==> src/rtl/sum_bcd_display.sv <==
`timescale 1ns/1ps
// sum_bcd_display
//   Converts the 9-bit carry-lookahead adder result {co, s[7:0]} to packed BCD
//   with a serial double-dabble engine (one bit per clock). The result is also
//   registered as seven-segment patterns for the board displays. Leading zeros
//   can optionally be blanked. A valid/ready handshake accepts one value at a time.
//
//   Configurations where 10^DIGITS <= 2^WIDTH-1 are illegal and unsupported.
//
// Ports
//   hz100     in   system clock
//   reset     in   synchronous, active-high reset
//   in_valid  in   in_value holds a result to convert
//   in_value  in   [WIDTH-1:0] unsigned binary value
//   in_ready  out  a value can be accepted this cycle (not converting)
//   busy      out  conversion in progress
//   out_valid out  bcd/seg hold the conversion of the last accepted value
//   bcd       out  [4*DIGITS-1:0] packed BCD, ones digit in [3:0]
//   seg       out  [8*DIGITS-1:0] segment patterns, ones digit in [7:0],
//                  bit0=a .. bit6=g, bit7=dp, active-high
module sum_bcd_display #(
    parameter int WIDTH         = 9,
    parameter int DIGITS        = 3,
    parameter bit BLANK_LEADING = 1'b1
) (
    input  logic                  hz100,
    input  logic                  reset,
    input  logic                  in_valid,
    input  logic [WIDTH-1:0]      in_value,
    output logic                  in_ready,
    output logic                  busy,
    output logic                  out_valid,
    output logic [4*DIGITS-1:0]   bcd,
    output logic [8*DIGITS-1:0]   seg
);

    localparam int SW = 4 * DIGITS;
    localparam int CW = $clog2(WIDTH + 1);

    typedef enum logic [1:0] {
        IDLE    = 2'd0,
        CONVERT = 2'd1,
        DONE    = 2'd2
    } state_t;

    state_t              state_q, state_d;
    logic [WIDTH-1:0]    bin_q, bin_d;
    logic [SW-1:0]       scratch_q, scratch_d;
    logic [CW-1:0]       count_q, count_d;
    logic                busy_q, busy_d;
    logic                out_valid_q, out_valid_d;
    logic [SW-1:0]       bcd_q, bcd_d;
    logic [8*DIGITS-1:0] seg_q, seg_d;

    // Double-dabble step results, computed from the current scratch/binary.
    logic [SW-1:0]       scratch_adj;
    logic [SW-1:0]       scratch_step;
    logic [WIDTH-1:0]    bin_step;
    logic [8*DIGITS-1:0] seg_step;

    logic transfer;

    function automatic logic [7:0] seg_encode(input logic [3:0] digit);
        logic [7:0] pattern;
        case (digit)
            4'd0:    pattern = 8'h3F;
            4'd1:    pattern = 8'h06;
            4'd2:    pattern = 8'h5B;
            4'd3:    pattern = 8'h4F;
            4'd4:    pattern = 8'h66;
            4'd5:    pattern = 8'h6D;
            4'd6:    pattern = 8'h7D;
            4'd7:    pattern = 8'h07;
            4'd8:    pattern = 8'h7F;
            4'd9:    pattern = 8'h67;
            default: pattern = 8'h00; // non-BCD codes go dark
        endcase
        return pattern;
    endfunction

    assign in_ready  = (state_q != CONVERT);
    assign transfer  = in_valid && in_ready;
    assign busy      = busy_q;
    assign out_valid = out_valid_q;
    assign bcd       = bcd_q;
    assign seg       = seg_q;

    // One double-dabble iteration: add 3 to every digit >= 5, then shift the
    // combined {scratch, binary} register left by one.
    always_comb begin
        scratch_adj = scratch_q;
        for (int i = 0; i < DIGITS; i++) begin
            if (scratch_q[4*i +: 4] >= 4'd5)
                scratch_adj[4*i +: 4] = 4'(scratch_q[4*i +: 4] + 4'd3);
        end
        scratch_step = {scratch_adj[SW-2:0], bin_q[WIDTH-1]};
        bin_step     = {bin_q[WIDTH-2:0], 1'b0};
    end

    // Segment patterns for the value the final step produces. Scanning from
    // the most significant digit, a digit stays blank while every digit above
    // it (and itself) is zero; the ones digit is always shown.
    always_comb begin
        logic leading;
        leading  = 1'b1;
        seg_step = '0;
        for (int i = DIGITS - 1; i >= 0; i--) begin
            if (BLANK_LEADING && (i > 0) && leading && (scratch_step[4*i +: 4] == 4'd0))
                seg_step[8*i +: 8] = 8'h00;
            else
                seg_step[8*i +: 8] = seg_encode(scratch_step[4*i +: 4]);
            if (scratch_step[4*i +: 4] != 4'd0)
                leading = 1'b0;
        end
    end

    // Next-state and datapath control.
    always_comb begin
        // NOTE: every signal gets a default first so no path leaves one
        // unassigned, which would otherwise infer a latch.
        state_d     = state_q;
        bin_d       = bin_q;
        scratch_d   = scratch_q;
        count_d     = count_q;
        busy_d      = busy_q;
        out_valid_d = out_valid_q;
        bcd_d       = bcd_q;
        seg_d       = seg_q;

        unique case (state_q)
            IDLE, DONE: begin
                if (transfer) begin
                    bin_d       = in_value;
                    scratch_d   = '0;
                    count_d     = CW'(WIDTH);
                    busy_d      = 1'b0;
                    out_valid_d = 1'b0;
                    state_d     = CONVERT;
                end
            end
            CONVERT: begin
                // in_valid is ignored here; bcd/seg keep the previous result.
                bin_d     = bin_step;
                scratch_d = scratch_step;
                count_d   = count_q - 1'b1;
                if (count_q == CW'(1)) begin
                    bcd_d       = scratch_step;
                    seg_d       = seg_step;
                    out_valid_d = 1'b1;
                    busy_d      = 1'b0;
                    state_d     = DONE;
                end else begin
                    busy_d = 1'b1;
                end
            end
            default: state_d = IDLE;
        endcase
    end

    // FSM state register.
    always_ff @(posedge hz100) begin
        // NOTE: sequential state uses non-blocking assignments so every
        // register samples the pre-edge values, independent of statement order.
        if (reset) state_q <= IDLE;
        else       state_q <= state_d;
    end

    // Datapath and output registers.
    always_ff @(posedge hz100) begin
        if (reset) begin
            bin_q       <= '0;
            scratch_q   <= '0;
            count_q     <= '0;
            busy_q      <= 1'b0;
            out_valid_q <= 1'b0;
            bcd_q       <= '0;
            seg_q       <= '0;
        end else begin
            bin_q       <= bin_d;
            scratch_q   <= scratch_d;
            count_q     <= count_d;
            busy_q      <= busy_d;
            out_valid_q <= out_valid_d;
            bcd_q       <= bcd_d;
            seg_q       <= seg_d;
        end
    end

endmodule

==> config.mk <==
export PLATFORM = sky130hd
export DESIGN_NAME = sum_bcd_display
export DESIGN_NICKNAME = d
export VERILOG_FILES = /design/src/rtl/sum_bcd_display.sv
export SDC_FILE = /design/constraint.sdc
export NUM_CORES = 1
export LEC_CHECK = 0
export CELL_PAD_IN_SITES_DETAIL_PLACEMENT = 1
export CELL_PAD_IN_SITES_GLOBAL_PLACEMENT = 1
export CORE_MARGIN = 3
export CORE_UTILIZATION = 25
export DETAILED_ROUTE_END_ITERATION = 6
export PLACE_DENSITY_LB_ADDON = 0.15
export SYNTH_ARGS = -nofsm -noshare
export SYNTH_HDL_FRONTEND = slang
export SYNTH_SLANG_ARGS = --single-unit
==> constraint.sdc <==
create_clock -name hz100 -period 2.7 [get_ports hz100]
set_clock_uncertainty 0.15 [all_clocks]
set_input_delay 0.54 -clock hz100 [delete_from_list [all_inputs] [get_ports hz100]]
set_output_delay 0.54 -clock hz100 [all_outputs]
set_load 0.01 [all_outputs]
==> summary.md <==
| Metric | Value |
|---|---|
| Worst VDD drop | `0.317 mV` |
| DP Wirelength | `6250 um` |
| CTS tree | `yes` |
| # diodes | `0` |
| Final #Nets | `460` |
| Initial DRC count | `95` |
| Mapped Cells | `roughly 380` |
| Die Span Y | `119 um` |
| YS warnings | `0` |
| Share of cells above drive strength 1 | `15.2%` |
| Startpoint Class | `flop` |
| Die area | `14100 um^2` |
| Post-synth EDFFs | `0` |
| DRC viols | `0` |
| Max clock buf depth | `2` |
| Root Buffer | `clkbuf_16` |
| Clk slew on worst S/H paths | `0.05 ns` |
| Final Power | `0.00242 W` |
| Worst slew margin | `43.0%` |
| Max Fclk | `396 MHz` |
| Worst-skew pair later-pin latency | `0.33 ns` |
| Share of the synthesized area in the top cell type | `between 30% and 40%` |
| Min-delay worst type | `flop to flop` |
| TritonCTS buffer count | `9` |
| Max Cap Viol | `0` |
| Setup crit end kind | `output pin` |
| Most frequent cell after synthesis | `nor2_1` |
| Sw Ratio | `24.7%` |
| Tmin final | `2.52 ns` |
| I/O pin total | `51` |
| Vias/cell | `4.67` |
| Placed cell areas | `around 3900 um^2` |
| Synth-to-layout area growth | `32.7%` |
| Max Fanout on Critical Path | `14` |
| IO Port Bufs | `47` |
| Synth top cells by count | `nor2_1 (64), dfxtp_1 (62), nand2_1 (46)` |
| GPL Wtd Cong | `0.785` |
| Maximum number of pins on one net before global-route repair | `26` |
| Setup TNS | `0 ns` |
| #FFs+latches synth | `62` |
| Initial Util | `around a quarter` |
| Clock power frac | `around 50%` |
| Final core area utilization | `34.5%` |
| Clock sink total | `62` |
| WP data arrival | `1.83 ns` |
| Comb pwr share | `10.5%` |
| Syn avg cell area | `8.44 um^2` |
| Mapped cell area | `between 3000 and 4000 um^2` |
| Max Slew Vio Count | `0` |
| Top_reg_cell synth | `dfxtp_1` |
| Share of the yosys chip area belonging to registers | `roughly two fifths` |
| Share of flip-flops with an asynchronous set or reset | `0%` |
| Die width | `119 um` |
| ANT nets after route | `0` |
| Netlist cell types | `between 50 and 60` |
| Final Cycle Share | `93.5%` |
| HP Start | `state_q[1]` |
| CP Class | `flop to output pin` |
| First-pass GRT wire length | `15400 um` |
| Drt pass-1 iters | `4` |
| GR Overflow Total | `0` |
| WL final | `8980 um` |
| Synth area leader | `dfxtp_1` |
| Top cells by area, synth | `dfxtp_1 (39%), nor2_1 (7.6%), ha_1 (7.1%), nand2_1 (5.4%), a211oi_1 (3.8%)` |
| Pwr Density | `574 nW/um^2` |
| Number of global-route vias before repair | `3017` |
| Register share of total power | `40.6%` |
| Fillers | `1471` |
| Core Footprint | `between 10000 and 15000 um^2` |
| H-tree depth | `3` |
| Outcome | `completed` |
| P_leak | `about 1.6 nW` |
| Via count | `2816` |
| Std cell rows | `40` |
| Final hold vios | `0` |
| Final non-filler cell area | `4210 um^2` |
| Initial antenna violation count | `0` |
| Internal Pwr Total | `0.00182 W` |
| Slew @ Worst Pin | `0.855 ns` |
| Routed WL per cell | `14.9 um` |
| Switching pwr | `roughly 0.0006 W` |
| Reg-to-Reg Start | `scratch_q[1]` |
| Critical path startpoint | `state_q[0]` |
| Hold_ws | `0.309 ns` |
| Worst EP required | `2.01 ns` |
| Setup violators final | `0` |
| Gr usage total | `13.3%` |
[per-stage QoR]
step	instances	setup WS (ns)
floorplan	378	0.152
global placement	585	0.212
detailed placement	585	0.116
CTS	601	0.102
global route	603	-0.00838
finish	603	0.176
[path summary, 6_finish.rpt]
| kind | cells after the start | slack [ns] | end |
|---|---|---|---|
| hold / removal | 2 | 0.31 | state_q[1] |
| setup / recovery | 3 | 0.18 | in_ready |
| hold reg to reg | 2 | 0.31 | state_q[1] |
| setup reg to reg | 12 | 0.22 | seg[14] |
[flip-flops by register name, indices dropped and copies added (netlist names)]
register	flops
seg	21
bcd	12
scratch_q	12
bin_q	9
count_q	4
state_q	2
busy	1
out_valid	1
[power groups by stage]
stage	Combinational (W)	Sequential, W	Clock (W)
2_1_floorplan	0.000151	0.00100	0
3_3_place_gp	0.000255	0.000999	0
3_5_place_dp	0.000258	0.00100	0
4_1_cts	0.000259	0.000980	0.00121
5_1_grt	0.000287	0.000986	0.00126
6_report	0.000255	0.000980	0.00118
[final cells by class]
type                            instances  area [um^2]  share of cell area, %
Clock buffer                           12          256                   6.09
Clock inverter                          4         45.0                   1.07
Inverter                               16         60.1                   1.43
Multi-Input combinational cell        276         1780                   42.3
Sequential cell                        62         1240                   29.5
Tap cell                              168          210                   4.99
Timing Repair Buffer                   65          613                   14.6
[cells in the final DEF (no fill, tap or decap), drive strengths merged, types with 2 or more instances in the layout]
master / n
nor2: 65
dfxtp: 62
nand2: 46
clkdlybuf4s50: 46
a21oi: 27
buf: 19
ha: 18
a211oi: 18
inv: 16
clkbuf: 12
o21ai: 12
nor3: 11
a22oi: 11
a311oi: 9
nand2b: 6
mux2i: 6
nand3: 6
nor3b: 4
xnor2: 4
mux2: 3
o22ai: 3
conb: 3
clkinv: 3
nor2b: 2
o21a: 2
or3: 2
o41ai: 2
a221oi: 2
a2111oi: 2
a21o: 2
[repair_timing]
| item | 4_1_cts | 5_1_grt |
|---|---|---|
| gates resized for setup | 0 | 4 |
| buffers inserted | 0 | 2 |
| endpoints found under the setup margin | 0 | 5 |
| hold buffers | 0 | 0 |
[metal layers]
| layer | part of all wire, % | global-route usage, % | vias to the layer above |
|---|---|---|---|
| met5 | 0 | 0 | - |
| met4 | 1.6 | 4.71 | 0 |
| met3 | 3.1 | 3.16 | 14 |
| met2 | 47 | 21.7 | 40 |
| met1 | 48 | 17.1 | 1349 |
| li1 | - | - | 1413 |
[cell families after synthesis]
| family | synth area share [%] |
|---|---|
| compound gates | 22.5 |
| simple gates | 20.9 |
| flops | 39.1 |
| fa+ha+maj | 7.10 |
| mux | 3.08 |
| xor+xnor | 1.85 |
| other cells | 0.118 |
| buf+inv | 5.36 |
[critical path, stage by stage, from the launching register on]
cell and delay (ns):
dfxtp_1 0.32, nor2b_1 0.14, inv_1 0.39, clkdlybuf4s50_1 0.65
No activity file was read; power rests on OpenSTA's default activity.
